## src/rtl/uart_pkg.sv

```systemverilog
// rtl/uart_pkg.sv - shared constants and types for the RS-232 receive engine
//
// Purpose: state encoding, oversampling constants and the frame-width helper
//          shared by uart_rs232_rx and its synchronizer.
// Ports:   none (package).
// Config:  the optional majority-vote sampler is selected with UART_RX_MAJORITY_EN
//          in uart_rs232_rx; nothing in this package depends on it.
package uart_pkg;

  // 5-bit encoding keeps the receive states the same width as the TX side.
  typedef enum logic [4:0] {
    IDLE  = 5'd0,
    START = 5'd1,
    DATA  = 5'd2,
    STOP  = 5'd3
  } rxState_t;

  localparam int         OVERSAMPLE = 16;
  localparam logic [3:0] MID_SAMPLE = 4'd7;
  localparam logic [3:0] LAST_TICK  = 4'(OVERSAMPLE - 1);
  localparam logic [3:0] NBITS_MIN  = 4'd6;
  localparam logic [3:0] NBITS_MAX  = 4'd8;

  // 6 and 7 are honoured; every other request falls back to 8 data bits.
  function automatic logic [3:0] effBits(input logic [3:0] n);
    return (n >= NBITS_MIN && n < NBITS_MAX) ? n : NBITS_MAX;
  endfunction

endpackage

```

## src/rtl/uart_rx_sync.sv

```systemverilog
// rtl/uart_rx_sync.sv - Rx line synchronizer with falling-edge detect
//
// Purpose: brings the asynchronous Rx line into the Clk domain through
//          SYNC_STAGES flops, keeps one history flop behind them and flags a
//          falling edge (synchronized 0 with history 1). All flops reset to 1,
//          the idle level of the line, so reset release never fakes an edge.
// Ports:
//   Clk      in   system clock
//   Rst_n    in   asynchronous active-low reset
//   Rx       in   raw serial line
//   rxSync   out  synchronized line level
//   fallEdge out  high while the synchronized line has just dropped
module uart_rx_sync #(
  parameter int SYNC_STAGES = 2
) (
  input  logic Clk,
  input  logic Rst_n,
  input  logic Rx,
  output logic rxSync,
  output logic fallEdge
);

  logic [SYNC_STAGES-1:0] syncReg;
  logic                   histReg;

  always_ff @(posedge Clk or negedge Rst_n) begin
    if (!Rst_n) begin
      syncReg <= '1;
      histReg <= 1'b1;
    end else begin
      syncReg <= {syncReg[SYNC_STAGES-2:0], Rx};
      histReg <= syncReg[SYNC_STAGES-1];
    end
  end

  assign rxSync   = syncReg[SYNC_STAGES-1];
  assign fallEdge = ~syncReg[SYNC_STAGES-1] & histReg;

endmodule

```

## src/rtl/uart_rs232_rx.sv

```systemverilog
// rtl/uart_rs232_rx.sv - RS-232 receive engine, 16x oversampled, 6/7/8 data bits
//
// Purpose: detects a start bit on the synchronized Rx line, samples each data
//          bit at mid-bit (LSB first), checks the stop bit and delivers a
//          right-justified word with a one-cycle RxDone strobe. Frame is
//          1 start, nBits data, 1 stop, no parity.
// Ports:
//   Clk      in   system clock
//   Rst_n    in   asynchronous active-low reset
//   RxEn     in   gates acceptance of new start bits only
//   Rx       in   asynchronous serial line, idle high
//   tick     in   16x baud enable, one Clk wide
//   nBits    in   data bits per frame (6, 7, else 8), captured at start bit
//   RxData   out  received word, upper unused bits zero, held until next RxDone
//   RxDone   out  one-cycle strobe, RxData updated
//   FrameErr out  one-cycle strobe with RxDone when the stop bit sampled 0
// Config:  `define UART_RX_MAJORITY_EN for a 2-of-3 vote on every bit sample.
module uart_rs232_rx
  import uart_pkg::*;
#(
  parameter int SYNC_STAGES = 2
) (
  input  logic       Clk,
  input  logic       Rst_n,
  input  logic       RxEn,
  input  logic       Rx,
  input  logic       tick,
  input  logic [3:0] nBits,
  output logic [7:0] RxData,
  output logic       RxDone,
  output logic       FrameErr
);

  rxState_t   state;
  logic [3:0] tickCnt;
  logic [3:0] bitCnt;
  logic [3:0] nBitsReg;
  logic [7:0] shiftReg;
  logic       rxSync;
  logic       fallEdge;
  logic       lineSample;

  uart_rx_sync #(
    .SYNC_STAGES(SYNC_STAGES)
  ) uSync (
    .Clk     (Clk),
    .Rst_n   (Rst_n),
    .Rx      (Rx),
    .rxSync  (rxSync),
    .fallEdge(fallEdge)
  );

`ifdef UART_RX_MAJORITY_EN
  // Line level captured on the two ticks before the current one; together
  // with the live level they form the vote window ending at the sample point.
  logic [1:0] sampleHist;

  always_ff @(posedge Clk or negedge Rst_n) begin
    if (!Rst_n) begin
      sampleHist <= 2'b11;
    end else if (tick) begin
      sampleHist <= {sampleHist[0], rxSync};
    end
  end

  assign lineSample = (sampleHist[1] & sampleHist[0]) |
                      (sampleHist[1] & rxSync) |
                      (sampleHist[0] & rxSync);
`else
  assign lineSample = rxSync;
`endif

  always_ff @(posedge Clk or negedge Rst_n) begin
    if (!Rst_n) begin
      state    <= IDLE;
      tickCnt  <= '0;
      bitCnt   <= '0;
      nBitsReg <= NBITS_MAX;
      shiftReg <= '0;
      RxData   <= '0;
      RxDone   <= 1'b0;
      FrameErr <= 1'b0;
    end else begin
      RxDone   <= 1'b0;
      FrameErr <= 1'b0;
      case (state)
        IDLE: begin
          tickCnt <= '0;
          if (fallEdge && RxEn) begin
            state <= START;
          end
        end

        START: begin
          if (tick) begin
            if (tickCnt == MID_SAMPLE) begin
              tickCnt <= '0;
              if (lineSample) begin
                // Line back high at mid start bit: treat as noise.
                state <= IDLE;
              end else begin
                state    <= DATA;
                bitCnt   <= effBits(nBits);
                nBitsReg <= effBits(nBits);
              end
            end else begin
              tickCnt <= tickCnt + 4'd1;
            end
          end
        end

        DATA: begin
          if (tick) begin
            // 15 wraps to 0, which is also the clear on entry to STOP.
            tickCnt <= tickCnt + 4'd1;
            if (tickCnt == LAST_TICK) begin
              shiftReg <= {lineSample, shiftReg[7:1]};
              bitCnt   <= bitCnt - 4'd1;
              if (bitCnt == 4'd1) begin
                state <= STOP;
              end
            end
          end
        end

        STOP: begin
          if (tick) begin
            tickCnt <= tickCnt + 4'd1;
            if (tickCnt == LAST_TICK) begin
              state    <= IDLE;
              RxDone   <= 1'b1;
              FrameErr <= ~lineSample;
              // Bits entered at the top; short frames sit high in the register.
              RxData   <= shiftReg >> (NBITS_MAX - nBitsReg);
            end
          end
        end

        default: begin
          state   <= IDLE;
          tickCnt <= '0;
        end
      endcase
    end
  end

endmodule
```

## config.mk

```make
export PLATFORM = sky130hd
export DESIGN_NAME = uart_rs232_rx
export DESIGN_NICKNAME = d
export VERILOG_FILES = /design/src/rtl/uart_pkg.sv /design/src/rtl/uart_rx_sync.sv /design/src/rtl/uart_rs232_rx.sv
export SDC_FILE = /design/constraint.sdc
export NUM_CORES = 1
export LEC_CHECK = 0
export CAP_MARGIN = 20
export CORE_AREA = 2 2 63 65
export CTS_CLUSTER_SIZE = 40
export DETAILED_ROUTE_END_ITERATION = 10
export DIE_AREA = 0 0 65 67
export DONT_BUFFER_PORTS = 1
export GPL_TIMING_DRIVEN = 0
export PLACE_DENSITY = 0.68
export SETUP_SLACK_MARGIN = 0.15
export SYNTH_ARGS = -nofsm -noshare
export SYNTH_HDL_FRONTEND = slang
export SYNTH_SLANG_ARGS = --single-unit
export TNS_END_PERCENT = 5
```

## constraint.sdc

```tcl
create_clock -name Clk -period 2.4 [get_ports Clk]
set_input_delay 0.48 -clock Clk [delete_from_list [all_inputs] [get_ports Clk]]
set_output_delay 0.48 -clock Clk [all_outputs]
set_load 0.01 [all_outputs]
```

==> metrics.yaml <==
required_ns: 2.58
p_leak_nw: 0.942
cpLargestDelayFamily: "multiplexers"
syn2layout_area_growth_pct: 12.3
drv_slew: 0
finalSetupViolCount: 0
worstSetupPathType: "flip-flop to flip-flop"
n_fill_cell: 287
min_period_ns: 2.16
drc_errors: 0
place.detailed.hpwl_um: 2640
die_y_um: 67
design_area_um2: 2180
synth_area_per_cell_um2: 11.8
syn_area_um2: 1940
h-tree-depth: 2
firstDrtPassIters: 4
regArea_um2: 881
crit_buf_inv: 4
max_cap_violations: 0
pre_cts_slack_ns: 0.0419
grt_pass1_wl_um: 6560
synth_cell_types: 56
tightest_slew_ns: 0.448
initial_core_util: 0.539
design_power_total_w: 0.00187
die_x_um: 65
drive_above_1_share: 0.301
clk_latency_ns: 0.29
grt_overflow: 0
clk_pin_slew_ns: 0.07
route.final.wire_length_um: 3860
path_max_fanout: 10
rows: 22
synthFlopType: "dfrtp_1"
fmax_mhz: 462
final.setup.worst_slack_ns: 0.236
peakVddDrop_mv: 0.576
ys_top_cells_by_area: "dfrtp_1 (40%), mux2_2 (8.7%), mux4_2 (5.8%)"
yosysTopAreaCell: "dfrtp_1"
min_period_over_period: 0.901
critPathMaxStageDelay_ns: 0.47
ys_seq_area_frac: 0.453
slew_headroom: 0.700
antenna_found_initial: 0
cts_sinks: 35
final_cell_mix: "dfrtp_1 (31), mux2_2 (15), nor2_1 (8)"
globalplace.congestion: 0.797
cts_tree: "built"
ys_warn_count: 0
hp-class: "input port to async pin"
path_cells: "buf_6 > buf_8 > inv_1 > ha_4 > buf_6 > mux2_4 > mux4_2 > a22o_1"
syn_nets: 178
holdWs_ns: 0.00840
pin_count: 19
fin_worst_skew_ns: 0.00305
globalRouteTotalUtil: 0.204
crit_path_end_kind: "flip-flop"
clockRootBuffer: "clkbuf_8"
vias: 1374
ant_nets: 0
critPathLaunchType: "flip-flop"
io_buffers: 0
synth_edf_count: 0
cts_made_buffers: 5
dpl_cell_area_um2: 2000
multi_input_area_um2: 993
grt_max_degree: 32
synthCells: 165
power.density_nw_per_um2: 856
wl_per_cell_um: 17.2
rsz0062_at_grt: "no"
crit_slowest_cell: "mux4_2"
crit_arrival_ns: 2.35
cp_common_cell: "buf_6"
diodes: 0
hold_violations: 0
synth_top_area_share: 0.399
status: "complete, no violations"
grt_pass1_vias: 1390
vias_per_cell: 6.13
ys_ff_latch: 35
core_area_um2: 3610
cts.path.max_buffers: 2
first_iter_violations: 126
synthArstFlopShare: 1.00
final.setup.tns_ns: 0
final_nets: 188
die_area_um2: 4360
layout_commonest_cell: "dfrtp_1"
worst reg2reg max path, cell delays in order, from the launching register on:
cell     delay [ns]
dfrtp_1        0.38
buf_6          0.14
buf_8          0.14
inv_1          0.10
ha_4           0.22
buf_6          0.12
mux2_4         0.29
mux4_2         0.47
a22o_1         0.20
per-stage QoR:
stage	util	std cells
6_report	0.605	224
5_1_grt	0.605	224
4_1_cts	0.600	224
3_5_place_dp	0.556	213
3_3_place_gp	0.556	213
2_1_floorplan	-	165
power breakdown:
part	total (W)	switching, W	internal, W
Sequential	0.000769	0.0000858	0.000683
Clock	0.000550	0.000214	0.000336
Combinational	0.000550	0.000302	0.000248
Total	0.00187	0.000602	0.00127
flip-flops by register name, indices dropped and copies added (netlist names):
name	cells
state	2
RxData	8
bitCnt	4
FrameErr	1
uSync.histReg	1
RxDone	1
tickCnt	4
shiftReg	8
uSync.syncReg	2
nBitsReg	4
cell families after synthesis:
family,after synthesis,share of synthesized area
AND/OR/NAND/NOR,44,0.151
AO/OA/AOI/OAI,36,0.136
flip-flops,35,0.453
multiplexers,25,0.173
buffers and inverters,17,0.0425
XOR/XNOR,4,0.0180
adder cells (fa/ha/maj),4,0.0257
final cells by class:
cell class | instances | share of cell area
flip-flops and latches | 35 | 0.403
well taps | 48 | 0.0275
repair buffers | 3 | 0.0160
clock buffers | 6 | 0.0378
plain buffers | 10 | 0.0321
inverters | 7 | 0.0120
clock inverters | 2 | 0.0160
multi-input cells | 113 | 0.455
metal layers:
metal  vias up  track usage  share of wire
li1        644            -              -
met1       688        0.258           0.46
met2        32        0.320           0.48
met3        10       0.0507          0.040
met4         0        0.114          0.021
met5         -            0              0
what timing repair did:
item	4_1_cts	5_1_grt
buffers inserted	2	0
cloned	0	0
hold endpoints to repair	31	0
pin swaps	0	0
gates resized for setup	2	3
endpoints found under the setup margin	1	4
hold buffers	1	0
synthesized netlist by cell type, types with 2 or more instances:
cell type and instances:
a21o_1 2, a21oi_1 5, a221oi_1 2, a22o_1 3, a2bb2oi_1 2, a31oi_1 4, buf_2 6, clkbuf_1 2
dfrtp_1 31, dfstp_2 4, ha_1 4, inv_1 7, mux2_2 15, mux2i_1 4, mux4_2 5, nand2_1 4
nand3b_1 4, nand4_1 3, nor2_1 8, nor2b_1 4, nor3b_1 3, o21ai_0 4, o21bai_1 2, o31ai_1 2
or3_1 2, xor2_1 3
path summary, 6_finish.rpt:
path / slack [ns] / endpoint / depth (start not counted) / from
setup / recovery: 0.24 / RxData[1]$_DFFE_PN0P_ / 8 / nBitsReg[0]$_DFFE_PN0P_
hold / removal: 0.008 / tickCnt[2]$_DFFE_PN0P_ / 1 / Rst_n
setup reg to reg: 0.24 / RxData[1]$_DFFE_PN0P_ / 8 / nBitsReg[0]$_DFFE_PN0P_
hold reg to reg: 0.36 / uSync.syncReg[1]$_DFF_PN1_ / 0 / uSync.syncReg[0]$_DFF_PN1_
max in group asynchronous: 2.22 / bitCnt[0]$_DFFE_PN0P_ / 1 / Rst_n
min in group Clk: 0.18 / uSync.syncReg[0]$_DFF_PN1_ / 0 / Rx
Note: power is estimated with default switching activity, not from simulation.
